File: src/rtl/xbar_cfg_pkg.sv
`default_nettype none
// ============================================================================
// Module : xbar_cfg_pkg
// Brief  : Shared types and SPI message layout for the crossbar config arbiter
// Rev    : 1.0  initial release
// ============================================================================
package xbar_cfg_pkg;

  typedef enum logic [1:0] {
    IDLE     = 2'd0,
    WB_ACK   = 2'd1,
    SPI_RESP = 2'd2
  } state_e;

  typedef enum logic {
    REQ_WB  = 1'b0,
    REQ_SPI = 1'b1
  } req_e;

  localparam int XBAR_IDX_INPUT      = 0;
  localparam int XBAR_IDX_CLASSIFIER = 1;
  localparam int XBAR_IDX_OUTPUT     = 2;

  localparam int SPI_DATA_LSB = 0;
  localparam int SPI_IDX_W    = 2;

  // SPI message is {we, index[1:0], data[SEL_BITS-1:0]}
  function automatic int spi_idx_lsb(input int sel_bits);
    return sel_bits;
  endfunction

  function automatic int spi_we_bit(input int sel_bits);
    return sel_bits + SPI_IDX_W;
  endfunction

  function automatic int spi_msg_w(input int sel_bits);
    return sel_bits + SPI_IDX_W + 1;
  endfunction

endpackage
`default_nettype wire

File: src/rtl/xbar_cfg_arbiter_if.sv
`default_nettype none
// ============================================================================
// Module : xbar_cfg_arbiter_if
// Brief  : Wishbone slave and SPI val/rdy request/response bundle
// Rev    : 1.0  initial release
// ============================================================================
interface xbar_cfg_arbiter_if #(
  parameter int SEL_BITS = 4
);
  logic                wbs_stb_i;
  logic                wbs_cyc_i;
  logic                wbs_we_i;
  logic [3:0]          wbs_sel_i;
  logic [31:0]         wbs_adr_i;
  logic [31:0]         wbs_dat_i;
  logic                wbs_ack_o;
  logic [31:0]         wbs_dat_o;
  logic                spi_req_val;
  logic                spi_req_rdy;
  logic [SEL_BITS+2:0] spi_req_msg;
  logic                spi_resp_val;
  logic                spi_resp_rdy;
  logic [SEL_BITS-1:0] spi_resp_msg;

  modport master (
    output wbs_stb_i, wbs_cyc_i, wbs_we_i, wbs_sel_i, wbs_adr_i, wbs_dat_i,
    input  wbs_ack_o, wbs_dat_o,
    output spi_req_val, spi_req_msg, spi_resp_rdy,
    input  spi_req_rdy, spi_resp_val, spi_resp_msg
  );

  modport slave (
    input  wbs_stb_i, wbs_cyc_i, wbs_we_i, wbs_sel_i, wbs_adr_i, wbs_dat_i,
    output wbs_ack_o, wbs_dat_o,
    input  spi_req_val, spi_req_msg, spi_resp_rdy,
    output spi_req_rdy, spi_resp_val, spi_resp_msg
  );
endinterface
`default_nettype wire

File: src/rtl/xbar_cfg_arbiter_rr_arbiter2.sv
`default_nettype none
// ============================================================================
// Module : rr_arbiter2
// Brief  : Two-input round-robin arbiter (WB vs SPI) with grant enable
// Rev    : 1.0  initial release
// ============================================================================
module rr_arbiter2
  import xbar_cfg_pkg::*;
(
  input  wire logic clk,
  input  wire logic reset,
  input  wire logic req_wb,
  input  wire logic req_spi,
  input  wire logic en,
  output logic      gnt_wb,
  output logic      gnt_spi
);

  logic r_last;

  // On a tie the requester that did not win last time is served
  assign gnt_wb  = en & req_wb  & (~req_spi | (r_last == REQ_SPI));
  assign gnt_spi = en & req_spi & (~req_wb  | (r_last == REQ_WB));

  always_ff @(posedge clk) begin
    if (!reset) begin
      r_last <= REQ_SPI;
    end else if (gnt_wb) begin
      r_last <= REQ_WB;
    end else if (gnt_spi) begin
      r_last <= REQ_SPI;
    end
  end

endmodule
`default_nettype wire

File: src/rtl/xbar_cfg_arbiter.sv
`default_nettype none
// ============================================================================
// Module : xbar_cfg_arbiter
// Brief  : Crossbar select registers shared between Wishbone and SPI access.
//          Optional macro XBAR_CFG_PARITY_EN adds cfg_parity_o.
// Rev    : 1.0  initial release
// ============================================================================
module xbar_cfg_arbiter
  import xbar_cfg_pkg::*;
#(
  parameter int          NUM_XBARS = 3,
  parameter int          SEL_BITS  = 4,
  parameter logic [31:0] ADDR_BASE = 32'h3000_0000
) (
  input  wire logic                          clk,
  input  wire logic                          reset,
  xbar_cfg_arbiter_if.slave                  bus,
  input  wire logic [NUM_XBARS-1:0]          override_i,
  output logic      [NUM_XBARS*SEL_BITS-1:0] cfg_sel_o,
  output logic      [NUM_XBARS-1:0]          cfg_update_o
`ifdef XBAR_CFG_PARITY_EN
  ,
  output logic                               cfg_parity_o
`endif
);

  localparam logic [1:0] S_IDLE     = IDLE;
  localparam logic [1:0] S_WB_ACK   = WB_ACK;
  localparam logic [1:0] S_SPI_RESP = SPI_RESP;
  localparam int         IDX_LSB    = spi_idx_lsb(SEL_BITS);
  localparam int         WE_BIT     = spi_we_bit(SEL_BITS);

  logic [1:0]           r_state;
  logic [SEL_BITS-1:0]  r_cfg [NUM_XBARS];
  logic [NUM_XBARS-1:0] r_update;
  logic [31:0]          r_wb_dat;
  logic [SEL_BITS-1:0]  r_resp_msg;
  logic                 r_parity;

  logic                 w_wb_req, w_gnt_wb, w_gnt_spi, w_idle;
  logic                 w_we, w_sel_ok;
  logic [SPI_IDX_W-1:0] w_idx;
  logic [SEL_BITS-1:0]  w_wdata, w_rdata, w_resp;
  logic [NUM_XBARS-1:0] w_wen;
  logic                 w_unused_ok;

  assign w_idle   = reset && (r_state == S_IDLE);
  assign w_wb_req = bus.wbs_stb_i && bus.wbs_cyc_i &&
                    (bus.wbs_adr_i[31:8] == ADDR_BASE[31:8]);

  rr_arbiter2 u_arb (
    .clk     (clk),
    .reset   (reset),
    .req_wb  (w_wb_req),
    .req_spi (bus.spi_req_val),
    .en      (w_idle),
    .gnt_wb  (w_gnt_wb),
    .gnt_spi (w_gnt_spi)
  );

  always_comb begin
    w_idx    = w_gnt_wb ? bus.wbs_adr_i[3:2] : bus.spi_req_msg[IDX_LSB +: SPI_IDX_W];
    w_we     = w_gnt_wb ? bus.wbs_we_i : bus.spi_req_msg[WE_BIT];
    w_wdata  = w_gnt_wb ? bus.wbs_dat_i[SEL_BITS-1:0] : bus.spi_req_msg[SPI_DATA_LSB +: SEL_BITS];
    w_sel_ok = w_gnt_wb ? bus.wbs_sel_i[0] : 1'b1;
  end

  always_comb begin
    w_rdata = '0;
    for (int k = 0; k < NUM_XBARS; k++) begin
      if (w_idx == SPI_IDX_W'(k)) w_rdata = r_cfg[k];
    end
`ifdef XBAR_CFG_PARITY_EN
    if (NUM_XBARS < 4 && w_idx == 2'd3) w_rdata[SEL_BITS-1] = r_parity;
`endif
  end

  // Override is sampled in the access cycle only
  always_comb begin
    w_wen = '0;
    for (int k = 0; k < NUM_XBARS; k++) begin
      w_wen[k] = (w_gnt_wb || w_gnt_spi) && w_we && w_sel_ok &&
                 (w_idx == SPI_IDX_W'(k)) && !override_i[k];
    end
  end

  // Response carries the post-write value, or the unchanged register on a drop
  assign w_resp = (|w_wen) ? w_wdata : w_rdata;

  always_ff @(posedge clk) begin
    if (!reset) begin
      r_state    <= S_IDLE;
      r_wb_dat   <= '0;
      r_resp_msg <= '0;
      r_update   <= '0;
      r_parity   <= 1'b0;
      for (int k = 0; k < NUM_XBARS; k++) r_cfg[k] <= '0;
    end else begin
      r_update <= '0;
      r_parity <= ^cfg_sel_o;
      case (r_state)
        S_IDLE: begin
          if (w_gnt_wb) begin
            r_state  <= S_WB_ACK;
            r_wb_dat <= 32'(w_resp);
          end else if (w_gnt_spi) begin
            r_state    <= S_SPI_RESP;
            r_resp_msg <= w_resp;
          end
        end
        S_WB_ACK:   r_state <= S_IDLE;
        S_SPI_RESP: if (bus.spi_resp_rdy) r_state <= S_IDLE;
        default:    r_state <= S_IDLE;
      endcase
      for (int k = 0; k < NUM_XBARS; k++) begin
        if (w_wen[k]) begin
          r_cfg[k]    <= w_wdata;
          r_update[k] <= (w_wdata != r_cfg[k]);
        end
      end
    end
  end

  for (genvar k = 0; k < NUM_XBARS; k++) begin : g_pack
    assign cfg_sel_o[k*SEL_BITS +: SEL_BITS] = r_cfg[k];
  end

  assign cfg_update_o     = r_update;
  assign bus.wbs_ack_o    = (r_state == S_WB_ACK);
  assign bus.wbs_dat_o    = r_wb_dat;
  assign bus.spi_req_rdy  = w_gnt_spi;
  assign bus.spi_resp_val = (r_state == S_SPI_RESP);
  assign bus.spi_resp_msg = r_resp_msg;

`ifdef XBAR_CFG_PARITY_EN
  assign cfg_parity_o = r_parity;
  assign w_unused_ok  = ^{bus.wbs_dat_i, bus.wbs_sel_i[3:1], bus.wbs_adr_i[7:4], bus.wbs_adr_i[1:0]};
`else
  assign w_unused_ok  = ^{bus.wbs_dat_i, bus.wbs_sel_i[3:1], bus.wbs_adr_i[7:4], bus.wbs_adr_i[1:0], r_parity};
`endif

endmodule
`default_nettype wire

File: src/flat_wrapper.sv
// flat-port wrapper written by rule: the top's interface ports become plain ports
module xbar_cfg_arbiter_flat import xbar_cfg_pkg::*;
#(
  parameter int          NUM_XBARS = 3,
  parameter int          SEL_BITS  = 4,
  parameter logic [31:0] ADDR_BASE = 32'h3000_0000
)
  (clk, reset, override_i, cfg_sel_o, cfg_update_o, bus_wbs_stb_i, bus_wbs_cyc_i, bus_wbs_we_i, bus_wbs_sel_i, bus_wbs_adr_i, bus_wbs_dat_i, bus_wbs_ack_o, bus_wbs_dat_o, bus_spi_req_val, bus_spi_req_msg, bus_spi_resp_rdy, bus_spi_req_rdy, bus_spi_resp_val, bus_spi_resp_msg);
  xbar_cfg_arbiter_if #(.SEL_BITS(SEL_BITS)) bus_i ();
  input  wire logic clk;
  input  wire logic reset;
  input  wire logic [NUM_XBARS-1:0] override_i;
  output logic      [NUM_XBARS*SEL_BITS-1:0] cfg_sel_o;
  output logic      [NUM_XBARS-1:0] cfg_update_o;
  input wire logic [$bits(bus_i.wbs_stb_i)-1:0] bus_wbs_stb_i;
  input wire logic [$bits(bus_i.wbs_cyc_i)-1:0] bus_wbs_cyc_i;
  input wire logic [$bits(bus_i.wbs_we_i)-1:0] bus_wbs_we_i;
  input wire logic [$bits(bus_i.wbs_sel_i)-1:0] bus_wbs_sel_i;
  input wire logic [$bits(bus_i.wbs_adr_i)-1:0] bus_wbs_adr_i;
  input wire logic [$bits(bus_i.wbs_dat_i)-1:0] bus_wbs_dat_i;
  output wire logic [$bits(bus_i.wbs_ack_o)-1:0] bus_wbs_ack_o;
  output wire logic [$bits(bus_i.wbs_dat_o)-1:0] bus_wbs_dat_o;
  input wire logic [$bits(bus_i.spi_req_val)-1:0] bus_spi_req_val;
  input wire logic [$bits(bus_i.spi_req_msg)-1:0] bus_spi_req_msg;
  input wire logic [$bits(bus_i.spi_resp_rdy)-1:0] bus_spi_resp_rdy;
  output wire logic [$bits(bus_i.spi_req_rdy)-1:0] bus_spi_req_rdy;
  output wire logic [$bits(bus_i.spi_resp_val)-1:0] bus_spi_resp_val;
  output wire logic [$bits(bus_i.spi_resp_msg)-1:0] bus_spi_resp_msg;
  assign bus_i.wbs_stb_i = bus_wbs_stb_i;
  assign bus_i.wbs_cyc_i = bus_wbs_cyc_i;
  assign bus_i.wbs_we_i = bus_wbs_we_i;
  assign bus_i.wbs_sel_i = bus_wbs_sel_i;
  assign bus_i.wbs_adr_i = bus_wbs_adr_i;
  assign bus_i.wbs_dat_i = bus_wbs_dat_i;
  assign bus_wbs_ack_o = bus_i.wbs_ack_o;
  assign bus_wbs_dat_o = bus_i.wbs_dat_o;
  assign bus_i.spi_req_val = bus_spi_req_val;
  assign bus_i.spi_req_msg = bus_spi_req_msg;
  assign bus_i.spi_resp_rdy = bus_spi_resp_rdy;
  assign bus_spi_req_rdy = bus_i.spi_req_rdy;
  assign bus_spi_resp_val = bus_i.spi_resp_val;
  assign bus_spi_resp_msg = bus_i.spi_resp_msg;
  xbar_cfg_arbiter #(.NUM_XBARS(NUM_XBARS), .SEL_BITS(SEL_BITS), .ADDR_BASE(ADDR_BASE)) u_core (.clk(clk), .reset(reset), .bus(bus_i), .override_i(override_i), .cfg_sel_o(cfg_sel_o), .cfg_update_o(cfg_update_o));
endmodule
File: config.mk
export PLATFORM = sky130hd
export DESIGN_NAME = xbar_cfg_arbiter_flat
export DESIGN_NICKNAME = d
export VERILOG_FILES = /design/src/rtl/xbar_cfg_pkg.sv /design/src/rtl/xbar_cfg_arbiter_if.sv /design/src/rtl/xbar_cfg_arbiter_rr_arbiter2.sv /design/src/rtl/xbar_cfg_arbiter.sv /design/src/flat_wrapper.sv
export SDC_FILE = /design/constraint.sdc
export NUM_CORES = 1
export LEC_CHECK = 0
export BUFFER_PORTS_ARGS = -buffer_cell sky130_fd_sc_hd__buf_2
export CORE_AREA = 2 2 67 69
export DETAILED_ROUTE_END_ITERATION = 10
export DIE_AREA = 0 0 69 71
export HOLD_SLACK_MARGIN = 0.03
export PLACE_DENSITY_LB_ADDON = 0.15
export SLEW_MARGIN = 5
export SYNTH_ARGS = -nofsm -noshare
export SYNTH_HDL_FRONTEND = slang
export SYNTH_HIERARCHICAL = 1
export SYNTH_SLANG_ARGS = --single-unit
File: constraint.sdc
create_clock -name clk -period 7.65 [get_ports clk]
set_clock_uncertainty 0.2 [all_clocks]
set_input_delay 1.53 -clock clk [delete_from_list [all_inputs] [get_ports clk]]
set_output_delay 1.53 -clock clk [all_outputs]
set_load 0.005 [all_outputs]
# Word-level counts from Yosys, hierarchy flattened
# Memories as Yosys holds them, arrays and structs flattened.
# Index checks and enable logic that the tools add are counted.
[word_totals] reg_bits=14 latchBits=0 ram_bits=12 romBits=0 input_bits=85 out_inout_bits=54 word_cells=83 memories=1
[mem_list] memory="u_core.r_cfg" words=3 word_bits=4 rd=3 rd_clocked_by_memory_dff=0 wr=3 line="xbar_cfg_arbiter.sv:34" rtl="logic [SEL_BITS-1:0] r_cfg [NUM_XBARS];"
[classes] addsub=0 n_mul=0 n_div=0 magnitude_cmp=0 eq_ne=10 n_shift=0 muxes=27 bitwise_logic=13 reduce_logical=25
[op_table] operator="4-bit 2-to-1 mux" count=8
[op_table] operator="24-bit by 22-bit == test with 1-bit output (second input constant)" count=1
[op_table] operator="1-bit 2-to-1 mux" count=14
[op_table] operator="4-bit inequality test" count=3
[op_table] operator="1-bit logical AND" count=11
[op_table] operator="2-bit AND reduction" count=5
[op_table] operator="2-bit 2-to-1 mux" count=4
[op_table] operator="1-bit OR" count=5
[op_table] operator="1-bit AND" count=4
[op_table] operator="2-bit by 1-bit == test with 1-bit output (second input constant)" count=2
[op_table] operator="2-bit == test (second input constant)" count=2
[op_table] operator="2-bit zero test" count=2
[op_table] operator="1-bit inverter" count=4
[op_table] operator="2-bit one-hot mux with 2 select lines" count=1
[op_table] operator="1-bit zero test" count=3
[op_table] operator="3-bit by 1-bit inequality test with 1-bit output (second input constant)" count=1
[op_table] operator="3-bit AND reduction" count=1
[op_table] operator="3-bit OR reduction" count=1
[op_table] operator="2-bit inequality test (second input constant)" count=1
[op_table] operator="2-bit nonzero test" count=1
[op_table] operator="1-bit logical OR" count=1

# Logic depth before layout (Yosys ltp)
[logic_depth] word_depth=14 depth_mapped=14

# Hierarchy
# The synthesis kept the hierarchy.
[modules_own_cells] module="xbar_cfg_arbiter" instances=1 cells_each=168 area_each_um2=1646.6
[modules_own_cells] module="rr_arbiter2" instances=1 cells_each=8 area_each_um2=56.3

# Worst setup path after synthesis
# Ideal clock, no wire load.
[synth_path] kind="input -> register" start="in bus_wbs_adr_i[21]" end="mem u_core.r_cfg[0][0] (data pin)" t_arrival_ns=3.753 required_ns=7.171 path_slack_ns=3.418 cell_stages=11 path_buffers=2 path_cell_list="or4_1 nor3_1 nand2_1 a21oi_1 buf_6 mux2_4 and2_4 buf_6 a32oi_4 or2_4 nor2_1"
[synth_lines] element="start: declaration" line="flat_wrapper.sv:19" rtl="input wire logic [$bits(bus_i.wbs_adr_i)-1:0] bus_wbs_adr_i;"
[synth_lines] element="end: declaration" line="xbar_cfg_arbiter.sv:34"

==> results.cfg <==
[setup_path]
crit_path_start = bus_wbs_adr_i[21]
critPathSlowestCell = or4_1
worst-path-buf-inv = 2
endpoint = u_core/r_cfg[0][7]
crit_arrival_ns = 4.40
path_cells = buf_2 > or4_1 > nor3_1 > nand2_1 > a21oi_1 > buf_4 > mux2i_4 > mux2i_1 > a32oi_4 > or2_4 > nor2_1
cp_slowest_stage_delay_ns = 0.52
worstRegToRegCells = 9
rr_startpoint = u_core/r_state[1]
critPathTopFamily = simple AND/OR/NAND/NOR gates
cp.required_ns = 7.44
path_class = primary input to flop
cp-start-kind = primary input
cp.depth = 11
worstReg2RegEnd = u_core/r_cfg[0][7]
cp_max_fo = 17
regToRegSetupSlack_ns = 4.55
cp-end-kind = flop

[logic_synthesis]
synth_mux_area_share_pct = 8.16
ys_top_cells_by_count = 28 x buf_4, 15 x nand3_1, 14 x dfxtp_1
synth_compound_area_share_pct = 10.1
synth.most_common_cell = buf_4
synth_area_um2 = 1700
ys.flop_type = dfxtp_1
yosysTopAreaCell = edfxtp_1
synth_top_family_by_area = simple AND/OR/NAND/NOR gates
synth_edf_count = 12
ys_async_sr_fraction_pct = 0
avgSynthCellArea_um2 = 9.68
synthXorXnorAreaFrac_pct = 6.17
ys_seq_elements = 26
ys_warn_count = 6
synth_fa_ha_area_share_pct = 0
seq_area_frac_synth_pct = 37.6
syn_inst = 176
synth_top_area_share_pct = 21.2
synth-simple-area-share_pct = 21.6
synth_cell_types = 36
synthTopCellsByArea = edfxtp_1 21%, dfxtp_1 16%, buf_4 12%

[finish]
syn_to_final_growth_pct = 20.6
seq_area_um2 = 641
fillers = 416
multi_input_area_um2 = 888
n_antenna_cell = 0
drive_above_1_share_pct = 34.8
fin_nets = 333

[floorplanning]
core_um2 = 4200
die_h_um = 71
die_x_um = 69
initial_core_util_pct = 40.5
ios = 139
die_area_um2 = 4900
rows = 24

[hold_path]
hp-start = u_core/bus.wbs_dat_o[3]
hold_path_class = flop to flop

[drt]
antenna_left = 0
drc = 0
totalWireLength_um = 4030
viasPerCell = 4.88
drtIter0Drc = 85
wl_per_cell_um = 13.5
drtPass1Iterations = 4
dr_total_vias = 1459

[power_and_ir_drop]
combPwrFrac_pct = 15.8
powerDensity_nw_per_um2 = 153
p_switching_uw = 72.6
power.internal_uw = 242
p_leak_uw = 0.000906
seq_power_share_pct = 48.7
clkPwrFrac_pct = 35.6
vdd_drop_max_mv = 0.0840
switching_share_pct = 23.1

[status]
status = completed

[global_routing]
grt_pass1_wl_um = 6300
busiest_layer = met2
grt_overflow = 0
grt_pass1_vias = 1316
grt_use_met2_pct = 25.3
gr-usage-met3_pct = 4.42
grt_usage_pct = 15.7
grt_antenna_before_repair = 0
grt_use_met1_pct = 21.9
grt_max_degree = 25

[timing]
rsz0062_at_grt = no
slew-limit-headroom_pct = 40.4
setup_viol = 0
worst_slew_pin_slew_ns = 0.887
fin_crit_sh_pct = 60.3
max_freq_ghz = 0.217
finalHoldViolations = 0
tns_ns = 0
min_period_ns = 4.61
drv_slew = 0
whs_ns = 0.303

[cts]
cts_root_buffer = clkbuf_8
postCtsResizedCells = 0
cts-htree-levels = 1
cts_tree = done
cts_buffers = 3
ctsHoldBuffers = 0
clock_latency_ns = 0.27
post-cts-setup-buffers = 0
clock_sinks = 26
cts_max_path_buffers = 2
path_clk_slew_ns = 0.09

[place]
place_congestion = 0.820
dp_hpwl_um = 3280
port_buffers = 73

[flow_run]
drv_cap = 0
## cell usage in the layout, fill, tap and decap left out, drive strengths merged, types with 2 or more instances in the layout
cell	n
nor4	8
nand2b	3
nor2	7
nor3	7
nand3	15
xnor2	12
buf	74
o221ai	4
clkbuf	3
inv	4
nand4	6
conb	28
mux2i	10
edfxtp	12
dfxtp	14
nor2b	2
o211ai	4
o2bb2ai	4
nand3b	5
mux2	2
nand2	11
a21oi	3
## state kept, by name (all words and copies together), names as in the netlist
name,count
u_core/r_state,2
u_core/r_cfg,12
u_core/cfg_update_o,3
u_core/bus.wbs_dat_o,4
u_core/u_arb/r_last,1
u_core/bus.spi_resp_msg,4
## tightest hold or removal path: cells and delay by family, from the launching register on
kind | cells | cell delay (ns)
AO/OA/AOI/OAI | 1 | 0.08
flip-flops | 1 | 0.32
AND/OR/NAND/NOR | 1 | 0.06
## per-layer routing
metal	part of all wire [%]	wire length, um	vias up
met5	0	0	-
met2	45	1810	72
met1	47	1890	655
li1	-	-	730
met3	7.9	318	2
met4	0.20	8	0
## power groups by stage
stage,Combinational (uW),Sequential (uW),Clock (uW)
after floorplan,37.9,156,0
after global placement,49.2,156,0
after detailed placement,49.3,156,0
after CTS,49.4,153,115
after global routing,54.5,154,120
final,49.6,153,112
## worst min path at each step
stage                     cells after the start                       to  slack [ns]
after floorplan                               2      u_core/u_arb/r_last        0.26
after global placement                        2  u_core/bus.wbs_dat_o[1]        0.29
after detailed placement                      2      u_core/u_arb/r_last        0.29
after CTS                                     2      u_core/u_arb/r_last        0.30
after global routing                          2  u_core/bus.wbs_dat_o[2]        0.35
final                                         2  u_core/bus.wbs_dat_o[3]        0.30
## logic make-up (layout without fill, tap and decap cells)
group,after synthesis,after routing
multiplexers,12,12
AO/OA/AOI/OAI,19,19
other,1,28
AND/OR/NAND/NOR,68,68
flip-flops,26,26
buffers and inverters,38,82
XOR/XNOR,12,12
## metrics by stage
step	utilization, %	total power, uW	std cells	worst slack [ns]	instance area (um^2)
after CTS	48.8	317	299	3.05	2050
after global routing	48.8	329	299	2.82	2050
after global placement	47.1	206	295	2.79	1980
after detailed placement	47.1	206	295	2.76	1980
after floorplan	-	194	203	3.42	1800
final	48.8	314	299	3.04	2050
## layout make-up
class | count | share of cell area [%]
inverter | 4 | 0.731
timing repair buffer | 74 | 18.2
clock inverter | 1 | 1.46
multi-input combinational | 139 | 43.3
clock buffer | 3 | 2.01
sequential | 26 | 31.2
tap | 52 | 3.17
No activity file was read; power rests on OpenSTA's default activity.
